`config.mk`:
```
export PLATFORM = sky130hd
export DESIGN_NAME = counter
export DESIGN_NICKNAME = d
export VERILOG_FILES = /design/src/rtl/counter.sv
export SDC_FILE = /design/constraint.sdc
export NUM_CORES = 1
export LEC_CHECK = 0
export ABC_AREA = 1
export CAP_MARGIN = 10
export CORE_AREA = 2 2 39 41
export DETAILED_ROUTE_END_ITERATION = 10
export DIE_AREA = 0 0 41 43
export SYNTH_ARGS = -nofsm -noshare
export SYNTH_HDL_FRONTEND = slang
export SYNTH_SLANG_ARGS = --single-unit
```
`constraint.sdc`:
```
create_clock -name clock -period 0.9 [get_ports clock]
set_input_delay 0.18 -clock clock [delete_from_list [all_inputs] [get_ports clock]]
set_output_delay 0.18 -clock clock [all_outputs]
set_load 0.05 [all_outputs]
```
`src/rtl/counter.sv`:
```
// Free-running modulo-MODULUS up-counter advancing by STEP per clock.
// Asynchronous active-low reset loads RESET_VALUE; count comes straight from the flop.
module counter #(
    parameter int WIDTH       = 4,
    parameter int MODULUS     = 16,
    parameter int STEP        = 1,
    parameter int RESET_VALUE = 0
) (
    input  logic             clock,
    input  logic             res,
    output logic [WIDTH-1:0] count
);

    // Reject configurations that cannot produce a well-defined sequence.
    if (WIDTH < 1) begin : g_err_width
        $error("counter: WIDTH must be >= 1");
    end
    if (MODULUS < 2 || MODULUS > (2 ** WIDTH)) begin : g_err_modulus
        $error("counter: MODULUS must lie in 2..2**WIDTH");
    end
    if (STEP < 1 || STEP >= MODULUS) begin : g_err_step
        $error("counter: STEP must lie in 1..MODULUS-1");
    end
    if (RESET_VALUE < 0 || RESET_VALUE >= MODULUS) begin : g_err_reset
        $error("counter: RESET_VALUE must be < MODULUS");
    end

    localparam logic [WIDTH:0]   MOD_W   = (WIDTH + 1)'(MODULUS);
    localparam logic [WIDTH:0]   STEP_W  = (WIDTH + 1)'(STEP);
    localparam logic [WIDTH-1:0] RESET_W = WIDTH'(RESET_VALUE);

    logic [WIDTH-1:0] count_q;
    logic [WIDTH-1:0] count_d;
    logic [WIDTH:0]   sum;
    logic [WIDTH:0]   wrapped;

    // One extra bit keeps the carry so a single subtract performs the modulo.
    always_comb begin
        sum     = {1'b0, count_q} + STEP_W;
        wrapped = sum - MOD_W;
        count_d = WIDTH'(sum);
        if (sum >= MOD_W) begin
            count_d = WIDTH'(wrapped);
        end
    end

    always_ff @(posedge clock or negedge res) begin
        if (!res) begin
            count_q <= RESET_W;
        end else begin
            count_q <= count_d;
        end
    end

    assign count = count_q;

endmodule

```
---- Yosys cells after proc, flatten, opt, wreduce, memory -nomap -nowiden ----
Index checks and enable logic that the tools add are counted.
word-level totals
  register bits ........................... 4
  bits of input ports ..................... 2
cells by class
  muxes and demuxes ....................... 1
  order comparisons ....................... 1
  add/subtract/negate cells ............... 2
operators by type and width
  kind                                                       count
  adder 4 x 1 -> 5 bit (second input constant)               1
  greater-or-equal comparator 5 bit (second input constant)  1
  two-way mux 4 bit                                          1
  subtractor 4 x 1 -> 4 bit (second input constant)          1

---- Depth between registers and ports, before layout ----
  word-level depth ........................ 3
  depth in mapped cells ................... 3
  depth with buffers taken out ............ 3

---- Worst setup path after synthesis ----
No wires, ideal clock.
  path kind ............................... reg-to-reg
  from .................................... reg count_q[0] (netlist: count[0])
  to ...................................... reg count_q[2] (netlist: count[2])
  arrival time ............................ 1.019 ns
  required time ........................... 0.749 ns
  path slack .............................. -0.269 ns
  clock period less this slack ............ 1.169 ns
  stages on the path, launching flop included .. 3
  cell sequence ........................... dfrtp_1 > ha_1 > xor2_1
on the way
  cells in the longest elaborated chain, start to end .. 3
  elaborated cells on any way between the ends .. 4
RTL lines
  item                                                                                   line    RTL
  start: declaration                                                                     32      logic [WIDTH-1:0] count_q;
  start signal: assignment                                                               51      count_q <= count_d;
  adder 4 x 1 -> 5 bit *                                                                 39      sum = {1'b0, count_q} + STEP_W;
  subtractor 4 x 1 -> 4 bit / greater-or-equal comparator 5 bit (equally long branches)  40, 42
  two-way mux 4 bit *                                                                    42      if (sum >= MOD_W) begin
  net count_d[2]                                                                         33      logic [WIDTH-1:0] count_d;
Mark *: on every way through the listed nets, which the timed path passes. The rest lies on a longest branch.

---- Worst setup path after layout ----
  from .................................... reg count_q[0] (netlist: count[0])
  to ...................................... out count[0]
RTL lines
  item              line  RTL
  end: declaration  11    output logic [WIDTH-1:0] count
No word-level cell between the ends.

==> flow_metrics.env <==
export IMPL_largest_reg_flops=4
export IMPL_layout_common_cells="buf_4, dfrtp_2, buf_12"
export IMPL_drive_above_1_share_pct=69.23
export IMPL_drc=0
export IMPL_slew_headroom_pct=86.36
export IMPL_start_util_pct=10.67
export IMPL_critPathRequiredTime_ps=720
export IMPL_fin_skew_ps=0.3802
export IMPL_place_congestion=0.5417
export IMPL_htreeDepth=1
export IMPL_syn_avg_cell_area_um2=12.30
export IMPL_ir_worst_vdd_uv=286.0
export IMPL_crit_slowest_cell="dfrtp_2"
export IMPL_status="complete, but fails checks"
export IMPL_yosys_top_cells_area="dfrtp_1, ha_1, xor2_1"
export IMPL_cts_tree="yes"
export IMPL_reg2reg_slack_ps=-80
export IMPL_drtIter0Drc=0
export IMPL_critical_path_max_stage_delay_ps=430
export IMPL_rsz0062_at_grt="yes"
export IMPL_vias_per_cell=3.333
export IMPL_vias=140
export IMPL_violations="setup timing"
export IMPL_pwr_density_cell_nw_per_um2=1176
export IMPL_finalSetupViolations=5
export IMPL_ys_warn_count=0
export IMPL_clock_path_buffers=2
export IMPL_rows=14
export IMPL_power_leakage_nw=0.1660
export IMPL_die_h_um=43
export IMPL_setup_ws_ps=-96.02
export IMPL_r2r_start="count[0]$_DFF_PN0_"
export IMPL_area_growth_pct=134.7
export IMPL_grt_pass1_wl_um=503
export IMPL_critPathCaptureType="primary output"
export IMPL_cp_max_fo=4
export IMPL_rr_worst_depth=3
export IMPL_die_area_um2=1763
export IMPL_drt_pass1_iter_count=1
export IMPL_worstSetupStartpointType="register"
export IMPL_tightestPinTransition_ps=203.9
export IMPL_path_buf_inv=1
export IMPL_crit_family="flip-flops"
export IMPL_cts_sinks=4
export IMPL_io_buffers=5
export IMPL_cts_clk_slew_worst_paths_ps=40
export IMPL_utilization_pct=25.05
export IMPL_diodes=0
export IMPL_synth_nets=15
export IMPL_cap_violations=0
export IMPL_insertion_delay_ps=230
export IMPL_criticalPathCategory="register to primary output"
export IMPL_antenna_found_initial=0
export IMPL_ctsHoldBuffers=0
export IMPL_layout_commonest_cell="buf_4"
export IMPL_netlist_instances=12
export IMPL_cts_buffers=3
export IMPL_place_inst=33
export IMPL_hold_slack_ps=160.5
export IMPL_grt_pass1_vias=159
export IMPL_synth_seq_cells=4
export IMPL_grt_usage_pct=5.136
export IMPL_grt_max_degree=5
export IMPL_finalWirelength_um=348
export IMPL_hold_path_class="input port to async pin"
export IMPL_nets=31
export IMPL_layout_min_cycle_time_ps=996.0
export IMPL_final_hold_viol_count=0
export IMPL_io_pins=6
export IMPL_crit_path_cell_trace="buf_12"
export IMPL_yosysSeqAreaShare_pct=67.80
export IMPL_die_w_um=41
export IMPL_postRouteAntennaNets=0
export IMPL_arrival_ps=820
export IMPL_place_hpwl_um=223.7
export IMPL_fp_coreArea_um2=1384
export IMPL_cts_root_buffer="clkbuf_4"
export IMPL_yosys_area_top_type_share_pct=67.80
export IMPL_synth_area_um2=147.6
export IMPL_period_share_pct=110.7
export IMPL_fmax_ghz=1.004
export IMPL_maxSlewViolCount=0
export IMPL_fill_cells=156
export IMPL_gr_total_overflow=0
export IMPL_r2r_end="count[2]$_DFF_PN0_"
export IMPL_stdcell_count=42
export IMPL_yosys_area_top_type="dfrtp_1"
export IMPL_ys_types=7
export IMPL_wl_per_cell_um=8.286
worst max-delay path by stage:
stage / startpoint / endpoint / slack, ps / cells past startpoint
2_1_floorplan: count[0]$_DFF_PN0_ / count[2]$_DFF_PN0_ / -100 / 2
3_3_place_gp: count[1]$_DFF_PN0_ / count[2]$_DFF_PN0_ / 20 / 2
3_5_place_dp: count[0]$_DFF_PN0_ / count[2]$_DFF_PN0_ / 10 / 2
4_1_cts: count[0]$_DFF_PN0_ / count[0] / -110 / 1
5_1_grt: count[0]$_DFF_PN0_ / count[0] / -120 / 1
6_report: count[0]$_DFF_PN0_ / count[0] / -100 / 1
through the flow:
stage	power (W)	cell area [µm²]	setup TNS (ps)	worst slack [ps]
finish	0.0004075	346.6	-421.1	-96.02
global route	0.0004359	346.6	-541.7	-123.7
CTS	0.0004238	342.8	-473.5	-112.6
detailed placement	0.0001906	275.3	0	9.620
global placement	0.0001906	275.3	0	23.97
floorplan	0.0001831	165.2	-102.6	-99.11
metal layers:
metal | vias to the layer above | track usage, % | wire, µm
met5 | - | 0 | 0
met4 | 0 | 8.000 | 0
met3 | 0 | 3.141 | 30
met2 | 6 | 7.187 | 180
met1 | 66 | 3.247 | 137
li1 | 68 | - | -
repair_timing:
action / CTS / global route
endpoints found under the setup margin: 4 / 6
setup buffers: 6 / 0
gates resized for setup: 0 / 1
logic make-up after synthesis:
| logic type | Yosys count | synth area share, % |
|---|---|---|
| adder cells (fa/ha/maj) | 1 | 8.473 |
| AND/OR/NAND/NOR | 4 | 12.71 |
| buffers and inverters | 2 | 5.087 |
| XOR/XNOR | 1 | 5.933 |
| flip-flops | 4 | 67.80 |
layout make-up:
class / instances / area [µm²] / area share (%)
clock buffer: 3 / 22.52 / 6.498
inverter: 2 / 7.507 / 2.166
multi-input combinational: 6 / 52.55 / 15.16
sequential: 4 / 105.1 / 30.33
tap: 16 / 20.02 / 5.776
timing repair buffer: 11 / 138.9 / 40.07
Yosys cell counts:
cell type / count
nand2_1: 2
nand3_1: 1
dfrtp_1: 4
ha_1: 1
nand4_1: 1
xor2_1: 1
inv_1: 2
where the power goes:
part	internal, W	switching [W]
clock	0.000149	0.0000703
combinational	0.00000386	0.00000362
sequential	0.000181	0
total	0.000334	0.0000739
No activity file was read; power rests on OpenSTA's default activity.
